===== config.mk =====
export PLATFORM = sky130hd
export DESIGN_NAME = gtp_frame_rcv
export DESIGN_NICKNAME = d
export VERILOG_FILES = /design/src/rtl/gtp_frame_rcv.sv
export SDC_FILE = /design/constraint.sdc
export NUM_CORES = 1
export LEC_CHECK = 0
export CAP_MARGIN = 10
export CORE_MARGIN = 2
export CORE_UTILIZATION = 45
export DETAILED_ROUTE_END_ITERATION = 10
export PLACE_DENSITY = 0.68
export SYNTH_ARGS = -nofsm -noshare
export SYNTH_HDL_FRONTEND = slang
export SYNTH_SLANG_ARGS = --single-unit

===== constraint.sdc =====
create_clock -name clk -period 3.91 [get_ports clk]
set_clock_uncertainty 0.15 [all_clocks]
set_input_delay 0.391 -clock clk [delete_from_list [all_inputs] [get_ports clk]]
set_output_delay 0.391 -clock clk [all_outputs]
set_load 0.01 [all_outputs]

===== src/rtl/gtp_frame_rcv.sv =====
`default_nettype none
// ============================================================================
//  Module   : gtp_frame_rcv
//  Purpose  : Per-lane deframer between a GTP receive lane (16-bit word plus
//             K-char flag, 125 MHz) and the receive FIFO write port. Finds
//             start-of-frame, validates the header length, drops idles and
//             framing, forwards header + payload words with write strobes,
//             checks the trailing 16-bit checksum and keeps per-lane frame
//             and error counters for the status registers.
//  Ports    : clk          - 125 MHz GTP user clock
//             rst_n        - asynchronous active-low reset
//             en_i         - link enable, only looked at while idle
//             data_i       - received GTP word
//             kchar_i      - data_i is a K-word
//             dat_o/vld_o  - FIFO write data / strobe (1 cycle latency)
//             sof_o/eof_o  - header word / last payload word markers
//             done_o/ok_o  - frame closed pulse / checksum good qualifier
//             err_o        - error pulse; err_code_o holds the last cause
//             frm_cnt_o    - good frames (wrapping)
//             err_cnt_o    - error events (saturating)
//  Revision : 1.0 - initial release
// ============================================================================
module gtp_frame_rcv #(
    parameter logic [15:0] SOF_WORD  = 16'hF7F7,
    parameter logic [15:0] IDLE_WORD = 16'h50BC,
    parameter logic [11:0] MAX_LEN   = 12'd1024
) (
    input  logic        clk,
    input  logic        rst_n,
    input  logic        en_i,
    input  logic [15:0] data_i,
    input  logic        kchar_i,
    output logic [15:0] dat_o,
    output logic        vld_o,
    output logic        sof_o,
    output logic        eof_o,
    output logic        done_o,
    output logic        ok_o,
    output logic        err_o,
    output logic [1:0]  err_code_o,
    output logic [15:0] frm_cnt_o,
    output logic [15:0] err_cnt_o
);

    localparam logic [1:0] c_ST_IDLE    = 2'd0;
    localparam logic [1:0] c_ST_HEADER  = 2'd1;
    localparam logic [1:0] c_ST_PAYLOAD = 2'd2;
    localparam logic [1:0] c_ST_CSUM    = 2'd3;

    localparam logic [1:0] c_ERR_LEN  = 2'd1;
    localparam logic [1:0] c_ERR_K    = 2'd2;
    localparam logic [1:0] c_ERR_CSUM = 2'd3;

    // ------------------------------------------------------------------
    // Registered state and outputs
    // ------------------------------------------------------------------
    logic [1:0]  r_state;
    logic [15:0] r_sum;
    logic [11:0] r_rem;
    logic [15:0] r_dat;
    logic        r_vld;
    logic        r_sof;
    logic        r_eof;
    logic        r_done;
    logic        r_ok;
    logic        r_err;
    logic [1:0]  r_err_code;
    logic [15:0] r_frm_cnt;
    logic [15:0] r_err_cnt;

    // ------------------------------------------------------------------
    // Next-state wires
    // ------------------------------------------------------------------
    logic [1:0]  w_state_nxt;
    logic [15:0] w_sum_nxt;
    logic [11:0] w_rem_nxt;
    logic        w_vld;
    logic        w_sof;
    logic        w_eof;
    logic        w_done;
    logic        w_ok;
    logic        w_err;
    logic [1:0]  w_err_code_nxt;
    logic [15:0] w_frm_cnt_nxt;
    logic [15:0] w_err_cnt_nxt;

    logic        w_is_idle;
    logic        w_is_sof;
    logic [11:0] w_len;
    logic        w_len_ok;

    assign w_is_idle = kchar_i && (data_i == IDLE_WORD);
    assign w_is_sof  = kchar_i && (data_i == SOF_WORD);
    assign w_len     = data_i[11:0];
    assign w_len_ok  = (w_len != 12'd0) && (w_len <= MAX_LEN);

    always_comb begin
        w_state_nxt    = r_state;
        w_sum_nxt      = r_sum;
        w_rem_nxt      = r_rem;
        w_vld          = 1'b0;
        w_sof          = 1'b0;
        w_eof          = 1'b0;
        w_done         = 1'b0;
        w_ok           = 1'b0;
        w_err          = 1'b0;
        w_err_code_nxt = r_err_code;

        // Idle/clock-correction words are invisible in every state.
        if (!w_is_idle) begin
            case (r_state)
                c_ST_IDLE: begin
                    if (w_is_sof && en_i) begin
                        w_state_nxt = c_ST_HEADER;
                    end
                end

                c_ST_HEADER: begin
                    if (!kchar_i) begin
                        if (w_len_ok) begin
                            w_vld       = 1'b1;
                            w_sof       = 1'b1;
                            w_sum_nxt   = data_i;
                            w_rem_nxt   = w_len;
                            w_state_nxt = c_ST_PAYLOAD;
                        end else begin
                            w_err          = 1'b1;
                            w_done         = 1'b1;
                            w_err_code_nxt = c_ERR_LEN;
                            w_state_nxt    = c_ST_IDLE;
                        end
                    end else if (!w_is_sof) begin
                        // A repeated SOF simply re-arms; any other K-word aborts.
                        w_err          = 1'b1;
                        w_done         = 1'b1;
                        w_err_code_nxt = c_ERR_K;
                        w_state_nxt    = c_ST_IDLE;
                    end
                end

                c_ST_PAYLOAD: begin
                    if (!kchar_i) begin
                        w_vld     = 1'b1;
                        w_sum_nxt = r_sum + data_i;
                        w_rem_nxt = r_rem - 12'd1;
                        if (r_rem == 12'd1) begin
                            w_eof       = 1'b1;
                            w_state_nxt = c_ST_CSUM;
                        end
                    end else begin
                        // Truncated frame; an SOF opens the next frame at once.
                        w_err          = 1'b1;
                        w_done         = 1'b1;
                        w_err_code_nxt = c_ERR_K;
                        w_state_nxt    = w_is_sof ? c_ST_HEADER : c_ST_IDLE;
                    end
                end

                c_ST_CSUM: begin
                    if (!kchar_i) begin
                        w_done = 1'b1;
                        if (data_i == r_sum) begin
                            w_ok = 1'b1;
                        end else begin
                            w_err          = 1'b1;
                            w_err_code_nxt = c_ERR_CSUM;
                        end
                        w_state_nxt = c_ST_IDLE;
                    end else begin
                        w_err          = 1'b1;
                        w_done         = 1'b1;
                        w_err_code_nxt = c_ERR_K;
                        w_state_nxt    = w_is_sof ? c_ST_HEADER : c_ST_IDLE;
                    end
                end

                default: begin
                    w_state_nxt = c_ST_IDLE;
                end
            endcase
        end
    end

    // Counters are recomputed every cycle so each register is rewritten
    // from its own current value on every clock.
    always_comb begin
        w_frm_cnt_nxt = r_frm_cnt;
        if (w_ok) begin
            w_frm_cnt_nxt = r_frm_cnt + 16'd1;
        end
        w_err_cnt_nxt = r_err_cnt;
        if (w_err && (r_err_cnt != 16'hFFFF)) begin
            w_err_cnt_nxt = r_err_cnt + 16'd1;
        end
    end

    always_ff @(posedge clk or negedge rst_n) begin
        if (!rst_n) begin
            r_state    <= c_ST_IDLE;
            r_sum      <= 16'd0;
            r_rem      <= 12'd0;
            r_dat      <= 16'd0;
            r_vld      <= 1'b0;
            r_sof      <= 1'b0;
            r_eof      <= 1'b0;
            r_done     <= 1'b0;
            r_ok       <= 1'b0;
            r_err      <= 1'b0;
            r_err_code <= 2'd0;
            r_frm_cnt  <= 16'd0;
            r_err_cnt  <= 16'd0;
        end else begin
            r_state    <= w_state_nxt;
            r_sum      <= w_sum_nxt;
            r_rem      <= w_rem_nxt;
            if (w_vld) begin
                r_dat <= data_i;
            end
            r_vld      <= w_vld;
            r_sof      <= w_sof;
            r_eof      <= w_eof;
            r_done     <= w_done;
            r_ok       <= w_ok;
            r_err      <= w_err;
            r_err_code <= w_err_code_nxt;
            r_frm_cnt  <= w_frm_cnt_nxt;
            r_err_cnt  <= w_err_cnt_nxt;
        end
    end

    assign dat_o      = r_dat;
    assign vld_o      = r_vld;
    assign sof_o      = r_sof;
    assign eof_o      = r_eof;
    assign done_o     = r_done;
    assign ok_o       = r_ok;
    assign err_o      = r_err;
    assign err_code_o = r_err_code;
    assign frm_cnt_o  = r_frm_cnt;
    assign err_cnt_o  = r_err_cnt;

endmodule
`default_nettype wire


==> metrics.txt, run 1 <==
# TYPE chip_impl_metric gauge
chip_impl_metric{name="worstPathRequired",unit="ps"} 4010
chip_impl_metric{name="synth_warnings",unit=""} 0
chip_impl_metric{name="critical_path_peak_fanout",unit=""} 9
chip_impl_metric{name="postSynthNetCount",unit=""} 561
chip_impl_metric{name="slew_viol_final",unit=""} 0
chip_impl_metric{name="power_switching",unit="mW"} 1.50
chip_impl_metric{name="grt_antenna_before_repair",unit=""} 0
chip_impl_metric{name="numCtsBuffers",unit=""} 9
chip_impl_info{name="timing_worst_setup_path_type",value="input pin to flip-flop"} 1
chip_impl_metric{name="clk_latency",unit="ps"} 370
chip_impl_metric{name="synth_edf_count",unit=""} 0
chip_impl_metric{name="cts_buffer_depth",unit=""} 2
chip_impl_metric{name="die_width",unit="µm"} 110
chip_impl_metric{name="swShare",unit="%"} 39.2
chip_impl_metric{name="drt_first_iter_violations",unit=""} 185
chip_impl_metric{name="post_layout_min_period",unit="ps"} 3070
chip_impl_metric{name="crit_cells",unit=""} 10
chip_impl_metric{name="antenna_left",unit=""} 0
chip_impl_metric{name="clock.fmax",unit="GHz"} 0.326
chip_impl_metric{name="synthesis.area",unit="µm²"} 5040
chip_impl_metric{name="async_flop_share",unit="%"} 100
chip_impl_info{name="rsz_0062_raised_after_global_routing",value="no"} 1
chip_impl_metric{name="core_area",unit="µm²"} 10900
chip_impl_metric{name="max-slew-margin-rel",unit="%"} 43.3
chip_impl_metric{name="start_util",unit="%"} 46.3
chip_impl_info{name="worst_reg2reg_path_endpoint",value="frm_cnt_o[12]"} 1
chip_impl_metric{name="fin_ws",unit="ps"} 842
chip_impl_metric{name="syn_to_final_growth",unit="%"} 24.1
chip_impl_info{name="clock_tree.root_cell",value="clkbuf_8"} 1
chip_impl_metric{name="post_drt_wl_per_cell",unit="µm"} 17.4
chip_impl_info{name="critPathCaptureType",value="flip-flop"} 1
chip_impl_info{name="synth_top_cells_by_count",value="dfrtp_1 (86), nand2_1 (37), nor2_1 (33)"} 1
chip_impl_metric{name="synth_largest_type_area_fraction",unit="%"} 42.7
chip_impl_metric{name="die-area",unit="µm²"} 12100
chip_impl_metric{name="grt_overflow_total",unit=""} 0
chip_impl_metric{name="power.static_leakage",unit="nW"} 2.61
chip_impl_info{name="tritoncts_clock_tree",value="built"} 1
chip_impl_metric{name="drc",unit=""} 0
chip_impl_metric{name="synth.yosys.seq_area_share",unit="%"} 42.7
chip_impl_info{name="critPathSlowestCell",value="clkdlybuf4s50_1"} 1
chip_impl_metric{name="cts_hold_buf",unit=""} 0
chip_impl_metric{name="pin_count_of_the_biggest_net_entering_global_routing",unit=""} 67
chip_impl_info{name="crit_path_frequent_cell",value="nand2_1"} 1
chip_impl_metric{name="ys_ff_latch",unit=""} 86
chip_impl_metric{name="ctsHtreeMaxLevel",unit=""} 3
chip_impl_info{name="post_synth_main_area_contributors",value="dfrtp_1 (43%), ha_1 (6.0%), xnor2_1 (5.6%), mux2_2 (4.9%), a21oi_1 (2.9%)"} 1
chip_impl_metric{name="fin_setup_tns",unit="ps"} 0
chip_impl_metric{name="core.rowCount",unit=""} 38
chip_impl_metric{name="power_frac_seq",unit="%"} 36.1
chip_impl_metric{name="route.final.wire_length",unit="µm"} 13000
chip_impl_metric{name="timing_worst_slew_pin_value",unit="ps"} 850
chip_impl_metric{name="dp_hpwl",unit="µm"} 9730
chip_impl_metric{name="place_ws",unit="ps"} 473
chip_impl_metric{name="clock_sinks",unit=""} 86
chip_impl_metric{name="num_io_pins",unit=""} 76
chip_impl_info{name="run_status",value="finished with violations"} 1
chip_impl_metric{name="track_usage",unit="%"} 23.0
chip_impl_info{name="synth_flop_cell",value="dfrtp_1"} 1
chip_impl_metric{name="max_ir_drop_vdd",unit="mV"} 0.395
chip_impl_metric{name="die_h",unit="µm"} 110
chip_impl_metric{name="crit_path_max_incr_delay",unit="ps"} 580
chip_impl_metric{name="finalHoldViolations",unit=""} 28
chip_impl_metric{name="final.hold.worst_slack",unit="ps"} -54.9
chip_impl_info{name="critical_path.startpoint_type",value="input pin"} 1
chip_impl_info{name="crit_chain",value="clkdlybuf4s50_1 -> or4_1 -> nor4_4 -> mux2i_1 -> nand2_1 -> inv_2 -> buf_4 -> nand2_1 -> o22ai_1 -> a211oi_1"} 1
chip_impl_metric{name="n_antenna_cell",unit=""} 0
chip_impl_info{name="crit-reg2reg-launch",value="r_sum[10]"} 1
chip_impl_metric{name="port-buffer-count",unit=""} 75
chip_impl_metric{name="clk_transition_reported_paths",unit="ps"} 100
chip_impl_metric{name="crit_arrival",unit="ps"} 3160
chip_impl_metric{name="reg2reg_setup_slack",unit="ps"} 1330
chip_impl_metric{name="maxCapViolations",unit=""} 0
chip_impl_metric{name="first_pass_grt_wire_length",unit="µm"} 21300
chip_impl_metric{name="place_congestion",unit=""} 0.902
chip_impl_metric{name="power.combinational.fraction",unit="%"} 46.5
chip_impl_info{name="yosys.cell_count.top_type",value="dfrtp_1"} 1
chip_impl_info{name="kind_of_cell_with_the_highest_combined_delay_on_the_critical_path",value="simple AND/OR/NAND/NOR gates"} 1
chip_impl_info{name="hold_crit_class",value="input pin to async pin"} 1
chip_impl_metric{name="clock_power_share",unit="%"} 17.5
chip_impl_metric{name="number_of_setup_violations_in_the_final_report",unit=""} 0
chip_impl_metric{name="critical_path_buf_inv_count",unit=""} 3
chip_impl_info{name="yosys.area.top_type",value="dfrtp_1"} 1
chip_impl_metric{name="postCtsResizedCells",unit=""} 0
chip_impl_metric{name="power.density",unit="nW/µm²"} 611
chip_impl_metric{name="finish.cell_count_without_fillers",unit=""} 748
chip_impl_metric{name="dr.pass1.iters",unit=""} 5
chip_impl_metric{name="post_drt_via_cell_ratio",unit=""} 5.81
chip_impl_metric{name="synth.lib_cells_used.distinct",unit=""} 57
chip_impl_metric{name="min_period_over_period",unit="%"} 78.5
chip_impl_metric{name="nets",unit=""} 648
chip_impl_info{name="failed_checks",value="negative hold slack"} 1
chip_impl_metric{name="final_layout_size_suffix_gt1_share",unit="%"} 11.3
chip_impl_metric{name="grt_pass1_vias",unit=""} 4275
chip_impl_metric{name="detailroute.via_count",unit=""} 4343
chip_impl_metric{name="internal-power",unit="mW"} 2.32
chip_impl_metric{name="post_synth.cell_area_avg",unit="µm²"} 9.78
chip_impl_metric{name="placed_cells_incl_taps",unit=""} 732
chip_impl_metric{name="synthesis.instances",unit=""} 516
chip_impl_metric{name="post_cts.repair.setup_buffers",unit=""} 0
chip_impl_metric{name="worstRegToRegCells",unit=""} 7
==> worst max path at each step <==
| stage | slack [ps] | end | startpoint |
|---|---|---|---|
| CTS | 850 | r_sum[15] | data_i[3] |
| detailed placement | 470 | r_sum[15] | data_i[3] |
| global placement | 550 | r_sum[15] | data_i[3] |
| floorplan | 1020 | dat_o[10] | data_i[6] |
| finish | 840 | r_rem[6] | data_i[3] |
| global route | 620 | r_rem[9] | data_i[3] |
==> state kept, by name, summed over array words and instances (netlist names) <==
name / flops
dat_o: 16
err_cnt_o: 16
frm_cnt_o: 16
r_sum: 16
r_rem: 12
err_code_o: 2
r_state: 2
done_o: 1
eof_o: 1
err_o: 1
ok_o: 1
sof_o: 1
vld_o: 1
==> power groups by stage <==
stage	logic (mW)	clock network [mW]	registers (mW)
6_report	1.78	0.669	1.38
3_3_place_gp	1.72	0	1.38
2_1_floorplan	1.12	0	1.40
4_1_cts	1.77	0.683	1.37
3_5_place_dp	1.76	0	1.39
5_1_grt	1.97	0.717	1.41
==> layout by cell type (no fill, tap or decap), types with 6 or more instances in the layout <==
master | netlist | final
mux2_2 | 22 | 22
o211ai_1 | 11 | 11
and3_1 | 12 | 12
nand4_1 | 15 | 15
a21o_1 | 7 | 7
buf_4 | 0 | 26
ha_1 | 24 | 24
dfrtp_1 | 86 | 86
a21oi_1 | 29 | 29
clkbuf_8 | 0 | 10
inv_1 | 14 | 14
xnor2_1 | 32 | 32
nand3_1 | 17 | 17
nor3_1 | 12 | 12
mux2i_1 | 10 | 10
nor2_1 | 33 | 33
nor4_1 | 8 | 8
nand2_1 | 37 | 37
clkdlybuf4s50_1 | 0 | 74
o22ai_1 | 9 | 9
a31oi_1 | 8 | 8
a211oi_1 | 6 | 6
o21ai_0 | 26 | 26
==> cells by family after synthesis <==
kind of cell	count (synthesis)	synth area share (%)
AO/OA/AOI/OAI	124	16.2
AND/OR/NAND/NOR	174	18.5
adder cells (fa/ha/maj)	25	6.35
buffers and inverters	39	3.17
XOR/XNOR	36	6.25
multiplexers	32	6.89
flip-flops	86	42.7
==> routing by layer <==
metal | wire length (µm) | track usage, %
met1 | 5970 | 32.0
met4 | 268 | 9.22
met3 | 670 | 3.38
met2 | 6100 | 36.1
met5 | 0 | 0
==> per-stage QoR <==
stage / power, mW / hold WS (ps) / util, % / cell area [µm²]
2_1_floorplan: 2.52 / -54.6 / - / 5040
3_3_place_gp: 3.10 / 310 / 55.6 / 6050
3_5_place_dp: 3.15 / 317 / 55.6 / 6050
4_1_cts: 3.83 / 2.20 / 57.5 / 6260
5_1_grt: 4.10 / 50.8 / 57.5 / 6260
6_report: 3.82 / -54.9 / 57.5 / 6260
==> final cells by class <==
class / count / area (µm²)
fill: 958 / 4630
inverter: 15 / 56.3
tap: 140 / 175
sequential: 86 / 2150
multi-input combinational: 391 / 2730
timing repair buffer: 100 / 936
clock buffer: 10 / 138
clock inverter: 6 / 68.8
Note: power is estimated with default switching activity, not from simulation.
==> run 2: changes to the inputs <==
==> constraint.sdc (replaced) <==
create_clock -name clk -period 3 [get_ports clk]
set_clock_uncertainty 0.15 [all_clocks]
set_input_delay 0.3 -clock clk [delete_from_list [all_inputs] [get_ports clk]]
set_output_delay 0.3 -clock clk [all_outputs]
set_load 0.01 [all_outputs]
==> metrics.txt, run 2 (synthesis results as in run 1) <==
# TYPE chip_impl_metric gauge
chip_impl_metric{name="grt_overflow_total",unit=""} 0
chip_impl_metric{name="min_period_over_period",unit="%"} 88.4
chip_impl_metric{name="core_area",unit="µm²"} 10900
chip_impl_metric{name="crit_arrival",unit="ps"} 2770
chip_impl_info{name="tritoncts_clock_tree",value="built"} 1
chip_impl_metric{name="slew_viol_final",unit=""} 0
chip_impl_metric{name="place_congestion",unit=""} 0.887
chip_impl_metric{name="worstRegToRegCells",unit=""} 6
chip_impl_metric{name="core_utilization_of_the_finished_layout",unit="%"} 60.2
chip_impl_metric{name="grt_antenna_before_repair",unit=""} 0
chip_impl_metric{name="p_total",unit="mW"} 5.23
chip_impl_metric{name="post_drt_via_cell_ratio",unit=""} 5.73
chip_impl_info{name="most-common-layout-cells",value="dfrtp_1 (86), clkdlybuf4s50_1 (74), buf_4 (56), nand2_1 (37), nor2_1 (33)"} 1
chip_impl_metric{name="dr.pass1.iters",unit=""} 4
chip_impl_info{name="crit-reg2reg-launch",value="r_rem[6]"} 1
chip_impl_metric{name="post_cts.repair.setup_buffers",unit=""} 0
chip_impl_metric{name="finish.cell_count_without_fillers",unit=""} 781
chip_impl_info{name="critical_path.startpoint_type",value="input pin"} 1
chip_impl_metric{name="max-slew-margin-rel",unit="%"} 65.5
chip_impl_metric{name="maxCapViolations",unit=""} 0
chip_impl_metric{name="antenna_left",unit=""} 0
chip_impl_info{name="worst_reg2reg_path_endpoint",value="r_state[1]"} 1
chip_impl_metric{name="timing_worst_slew_pin_value",unit="ps"} 516
chip_impl_metric{name="detailroute.via_count",unit=""} 4472
chip_impl_metric{name="ctsHtreeMaxLevel",unit=""} 3
chip_impl_metric{name="final_layout_size_suffix_gt1_share",unit="%"} 15.8
chip_impl_metric{name="drc",unit=""} 0
chip_impl_metric{name="clk_latency",unit="ps"} 370
chip_impl_metric{name="final_design_area_no_fill",unit="µm²"} 6560
chip_impl_info{name="mostFrequentLayoutCell",value="dfrtp_1"} 1
chip_impl_info{name="source_of_the_worst_hold_timing_path",value="frm_cnt_o[15]"} 1
chip_impl_metric{name="power_switching",unit="mW"} 1.98
chip_impl_metric{name="grt_pass1_vias",unit=""} 4316
chip_impl_metric{name="cts_buffer_depth",unit=""} 2
chip_impl_metric{name="reg2reg_setup_slack",unit="ps"} 460
chip_impl_metric{name="detailed_place.area",unit="µm²"} 6340
chip_impl_metric{name="die_width",unit="µm"} 110
chip_impl_metric{name="post_layout_min_period",unit="ps"} 2650
chip_impl_info{name="clock_tree.root_cell",value="clkbuf_8"} 1
chip_impl_metric{name="grt_util_met2",unit="%"} 34.7
chip_impl_metric{name="hold_depth",unit=""} 1
chip_impl_metric{name="clock_sinks",unit=""} 86
chip_impl_metric{name="syn_to_final_growth",unit="%"} 29.9
chip_impl_metric{name="met1_usage",unit="%"} 34.4
chip_impl_metric{name="port-buffer-count",unit=""} 75
chip_impl_info{name="rsz_0062_raised_after_global_routing",value="no"} 1
chip_impl_info{name="timing_worst_setup_path_type",value="input pin to flip-flop"} 1
chip_impl_metric{name="start_util",unit="%"} 46.3
chip_impl_info{name="crit_start",value="data_i[8]"} 1
chip_impl_metric{name="power.combinational.fraction",unit="%"} 48.9
chip_impl_metric{name="grtUsageMet3",unit="%"} 4.98
chip_impl_metric{name="nets",unit=""} 682
chip_impl_metric{name="num_io_pins",unit=""} 76
chip_impl_metric{name="pin_count_of_the_biggest_net_entering_global_routing",unit=""} 87
chip_impl_metric{name="final.hold.worst_slack",unit="ps"} 324
chip_impl_metric{name="number_of_setup_violations_in_the_final_report",unit=""} 0
chip_impl_metric{name="die_h",unit="µm"} 110
chip_impl_metric{name="max_ir_drop_vdd",unit="mV"} 0.544
chip_impl_metric{name="fin_setup_tns",unit="ps"} 0
chip_impl_metric{name="placed_cells_incl_taps",unit=""} 765
chip_impl_info{name="hold_crit_class",value="flip-flop to flip-flop"} 1
chip_impl_metric{name="finalHoldViolations",unit=""} 0
chip_impl_info{name="hold-path-endpoint",value="frm_cnt_o[15]"} 1
chip_impl_metric{name="post_drt_wl_per_cell",unit="µm"} 17.5
chip_impl_metric{name="internal-power",unit="mW"} 3.25
chip_impl_metric{name="clock.fmax",unit="GHz"} 0.377
chip_impl_metric{name="first_pass_grt_wire_length",unit="µm"} 22000
chip_impl_metric{name="worstPathRequired",unit="ps"} 3110
chip_impl_metric{name="clock_power_share",unit="%"} 16.6
chip_impl_metric{name="die-area",unit="µm²"} 12100
chip_impl_metric{name="dp_hpwl",unit="µm"} 10200
chip_impl_info{name="run_status",value="complete, no violations"} 1
chip_impl_metric{name="route.final.wire_length",unit="µm"} 13600
chip_impl_metric{name="drt_first_iter_violations",unit=""} 281
chip_impl_info{name="gr-max-usage-layer",value="met2"} 1
chip_impl_metric{name="power.density",unit="nW/µm²"} 798
chip_impl_metric{name="swShare",unit="%"} 37.9
chip_impl_info{name="critPathCaptureType",value="flip-flop"} 1
chip_impl_metric{name="fin_ws",unit="ps"} 347
chip_impl_metric{name="clk_transition_reported_paths",unit="ps"} 90
chip_impl_metric{name="power_frac_seq",unit="%"} 34.5
chip_impl_metric{name="core.rowCount",unit=""} 38
chip_impl_metric{name="place_ws",unit="ps"} -75.2
chip_impl_metric{name="numCtsBuffers",unit=""} 9
chip_impl_metric{name="n_antenna_cell",unit=""} 0
chip_impl_metric{name="power.static_leakage",unit="nW"} 2.79
chip_impl_metric{name="critical_path_peak_fanout",unit=""} 5
chip_impl_metric{name="track_usage",unit="%"} 23.8
-- run 2: changes by cell type in the layout (fill, tap and decap cells not counted), sizes merged --
cell	delta
inv	-2
clkbuf	+2
dlygate4sd3	+1
buf	+33
clkinv	-1
-- run 2: per-layer routing --
metal,up-vias,part of all wire [%]
met2,112,45
met5,-,0
li1,2156,-
met3,17,6.6
met4,0,1.6
met1,2187,46
-- run 2: power groups by stage --
stage / sequential, mW / clock [mW] / combinational, mW
final: 1.80 / 0.870 / 2.56
after global routing: 1.85 / 0.940 / 2.82
after CTS: 1.80 / 0.899 / 2.55
after detailed placement: 1.81 / 0 / 2.53
after global placement: 1.80 / 0 / 2.50
after floorplan: 1.82 / 0 / 1.46
-- run 2: final cells by class --
class | instances | area [µm²]
Multi-Input combinational cell | 391 | 2730
Fill cell | 959 | 4330
Clock buffer | 12 | 165
Tap cell | 140 | 175
Sequential cell | 86 | 2150
Clock inverter | 3 | 42.5
Timing Repair Buffer | 134 | 1230
Inverter | 15 | 56.3
-- run 2: critical path: stages --
cell	delay, ps
clkdlybuf4s50_1	470
buf_4	210
ha_1	320
nor4_1	310
and4_1	330
buf_4	130
nand4_1	170
nor2b_1	250
nand4_1	140
xnor2_1	140
-- run 2: timing repair --
action | 4_1_cts | 5_1_grt
resized for setup | 0 | 0
hold endpoints to repair | 86 | 0
hold buffers | 1 | 0
setup endpoints to repair | 0 | 0
-- run 2: worst max path at each step --
| stage | to | slack [ps] | depth (start not counted) |
|---|---|---|---|
| 3_5_place_dp | frm_cnt_o[12] | -80 | 9 |
| 6_report | frm_cnt_o[13] | 350 | 10 |
| 2_1_floorplan | dat_o[10] | 200 | 7 |
| 5_1_grt | r_sum[14] | 150 | 9 |
| 4_1_cts | frm_cnt_o[12] | 330 | 9 |
| 3_3_place_gp | frm_cnt_o[13] | -60 | 10 |
==> run 3: changes to the inputs <==
--- a/config.mk
+++ b/config.mk
@@ -6,7 +6,7 @@
 export NUM_CORES = 1
 export LEC_CHECK = 0
 export CAP_MARGIN = 10
-export CORE_MARGIN = 2
+export CORE_MARGIN = 4
 export CORE_UTILIZATION = 45
 export DETAILED_ROUTE_END_ITERATION = 10
 export PLACE_DENSITY = 0.68
==> metrics.txt, run 3 (synthesis results as in run 1) <==
# TYPE chip_impl_metric gauge
chip_impl_metric{name="n_antenna_cell",unit=""} 0
chip_impl_metric{name="drt_first_iter_violations",unit=""} 259
chip_impl_info{name="worst_reg2reg_path_endpoint",value="frm_cnt_o[6]"} 1
chip_impl_metric{name="finish.cell_count_without_fillers",unit=""} 776
chip_impl_metric{name="place_congestion",unit=""} 0.936
chip_impl_metric{name="crit_arrival",unit="ps"} 2900
chip_impl_info{name="most-common-layout-cells",value="dfrtp_1 (86), clkdlybuf4s50_1 (74), buf_4 (53), nand2_1 (37), nor2_1 (33)"} 1
chip_impl_metric{name="drc",unit=""} 0
chip_impl_metric{name="postCtsResizedCells",unit=""} 0
chip_impl_metric{name="nets",unit=""} 677
chip_impl_metric{name="final_layout_size_suffix_gt1_share",unit="%"} 14.8
chip_impl_metric{name="grt_overflow_total",unit=""} 0
chip_impl_info{name="worstSetupEndpoint",value="r_rem[4]"} 1
chip_impl_metric{name="die_width",unit="µm"} 114
chip_impl_metric{name="fin_setup_tns",unit="ps"} 0
chip_impl_metric{name="antenna_left",unit=""} 0
chip_impl_info{name="crit_start",value="data_i[6]"} 1
chip_impl_metric{name="core.rowCount",unit=""} 38
chip_impl_info{name="critical_path.startpoint_type",value="input pin"} 1
chip_impl_metric{name="clock.fmax",unit="GHz"} 0.360
chip_impl_metric{name="ctsHtreeMaxLevel",unit=""} 3
chip_impl_metric{name="crit_cells",unit=""} 10
chip_impl_metric{name="core_utilization_of_the_finished_layout",unit="%"} 59.2
chip_impl_metric{name="power.density",unit="nW/µm²"} 773
chip_impl_info{name="kind_of_cell_with_the_highest_combined_delay_on_the_critical_path",value="simple AND/OR/NAND/NOR gates"} 1
chip_impl_metric{name="post_drt_wl_per_cell",unit="µm"} 17.7
chip_impl_info{name="crit_chain",value="clkdlybuf4s50_1 -> or4_4 -> nor4_4 -> mux2i_1 -> nand2_1 -> inv_2 -> or2_1 -> buf_4 -> o22ai_1 -> a21oi_1"} 1
chip_impl_info{name="timing_worst_setup_path_type",value="input pin to flip-flop"} 1
chip_impl_info{name="mostFrequentLayoutCell",value="dfrtp_1"} 1
chip_impl_metric{name="start_util",unit="%"} 46.3
chip_impl_metric{name="port-buffer-count",unit=""} 75
chip_impl_metric{name="power.static_leakage",unit="nW"} 2.73
chip_impl_metric{name="max-slew-margin-rel",unit="%"} 59.6
chip_impl_info{name="clock_tree.root_cell",value="clkbuf_8"} 1
chip_impl_metric{name="number_of_setup_violations_in_the_final_report",unit=""} 0
chip_impl_metric{name="timing_worst_slew_pin_value",unit="ps"} 606
chip_impl_info{name="rsz_0062_raised_after_global_routing",value="no"} 1
chip_impl_metric{name="place_ws",unit="ps"} -128
chip_impl_metric{name="max_ir_drop_vdd",unit="mV"} 0.542
chip_impl_info{name="tritoncts_clock_tree",value="built"} 1
chip_impl_metric{name="grt_antenna_before_repair",unit=""} 0
chip_impl_metric{name="dp_hpwl",unit="µm"} 10500
chip_impl_metric{name="clock_sinks",unit=""} 86
chip_impl_metric{name="critical_path_peak_fanout",unit=""} 12
chip_impl_metric{name="finalHoldViolations",unit=""} 0
chip_impl_metric{name="critical_path_buf_inv_count",unit=""} 3
chip_impl_metric{name="track_usage",unit="%"} 21.7
chip_impl_info{name="run_status",value="complete, no violations"} 1
chip_impl_metric{name="cts_buffer_depth",unit=""} 2
chip_impl_metric{name="worstPathRequired",unit="ps"} 3120
chip_impl_metric{name="placed_cells_incl_taps",unit=""} 760
chip_impl_metric{name="worstRegToRegCells",unit=""} 7
chip_impl_metric{name="pin_count_of_the_biggest_net_entering_global_routing",unit=""} 48
chip_impl_metric{name="detailroute.via_count",unit=""} 4436
chip_impl_metric{name="reg2reg_setup_slack",unit="ps"} 390
chip_impl_metric{name="syn_to_final_growth",unit="%"} 27.7
chip_impl_info{name="hold_crit_class",value="flip-flop to flip-flop"} 1
chip_impl_metric{name="slew_viol_final",unit=""} 0
chip_impl_info{name="critPathSlowestCell",value="or4_4"} 1
chip_impl_metric{name="fillers",unit=""} 971
chip_impl_metric{name="numCtsBuffers",unit=""} 9
chip_impl_metric{name="crit_path_max_incr_delay",unit="ps"} 570
chip_impl_info{name="critPathCaptureType",value="flip-flop"} 1
chip_impl_metric{name="die_h",unit="µm"} 114
chip_impl_metric{name="core_area",unit="µm²"} 10900
chip_impl_metric{name="num_io_pins",unit=""} 76
chip_impl_metric{name="grt_pass1_vias",unit=""} 4495
chip_impl_metric{name="post_drt_via_cell_ratio",unit=""} 5.72
chip_impl_metric{name="clk_transition_reported_paths",unit="ps"} 90
chip_impl_info{name="crit-reg2reg-launch",value="r_sum[2]"} 1
chip_impl_metric{name="die-area",unit="µm²"} 13000
chip_impl_metric{name="clk_latency",unit="ps"} 360
chip_impl_metric{name="route.final.wire_length",unit="µm"} 13800
chip_impl_metric{name="min_period_over_period",unit="%"} 92.7
chip_impl_metric{name="dr.pass1.iters",unit=""} 5
chip_impl_metric{name="fin_ws",unit="ps"} 220
chip_impl_metric{name="post_layout_min_period",unit="ps"} 2780
chip_impl_metric{name="maxCapViolations",unit=""} 0
chip_impl_metric{name="first_pass_grt_wire_length",unit="µm"} 22500
-- run 3: changes by cell type in the layout (fill, tap and decap cells not counted) --
cell	before	now
buf_4	56	53
clkinv_2	1	2
clkbuf_8	12	9
bufinv_16	1	0
clkbuf_1	0	2
buf_12	3	1
clkinvlp_4	1	2
-- run 3: layer usage --
layer / track usage (%) / vias to the layer above / wire, µm
met5: 0 / - / 0
met4: 6.73 / 0 / 250
met3: 4.30 / 19 / 692
met2: 33.8 / 118 / 6460
met1: 30.6 / 2165 / 6370
li1: - / 2134 / -
-- run 3: worst min-delay path by stage --
stage,start,cells after the start,to,slack [ps]
after global routing,frm_cnt_o[15],1,frm_cnt_o[15],340
after CTS,frm_cnt_o[15],1,frm_cnt_o[15],330
after global placement,rst_n,1,dat_o[4],190
final,frm_cnt_o[15],1,frm_cnt_o[15],330
after detailed placement,rst_n,1,dat_o[4],210
after floorplan,rst_n,0,dat_o[0],-150
-- run 3: layout make-up --
type                            instances  area, µm²  share of cell area [%]
Sequential cell                        86       2150                    33.4
Inverter                               15       56.3                   0.874
Clock buffer                           11        131                    2.04
Timing Repair Buffer                  129       1170                    18.1
Multi-Input combinational cell        391       2730                    42.4
Tap cell                              140        175                    2.72
Clock inverter                          4       25.0                   0.389
-- run 3: per-stage QoR --
stage	total power, mW	cell area (µm²)	hold slack [ps]
after detailed placement	4.25	6270	207
after global placement	4.18	6270	190
after floorplan	3.28	5040	-146
after global routing	5.34	6440	342
final	4.98	6440	326
after CTS	4.98	6440	330
-- run 3: power by group --
| part | internal, mW | leakage, nW | switching [mW] |
|---|---|---|---|
| registers | 1.51 | 1.09 | 0.298 |
| logic | 1.21 | 1.56 | 1.25 |
| clock network | 0.295 | 0.0752 | 0.418 |
| total | 3.01 | 2.73 | 1.97 |
-- run 3: timing repair --
item / CTS / global route
buffers inserted: 0 / 0
hold buffers: 1 / 0
endpoints found under the hold margin: 45 / 0
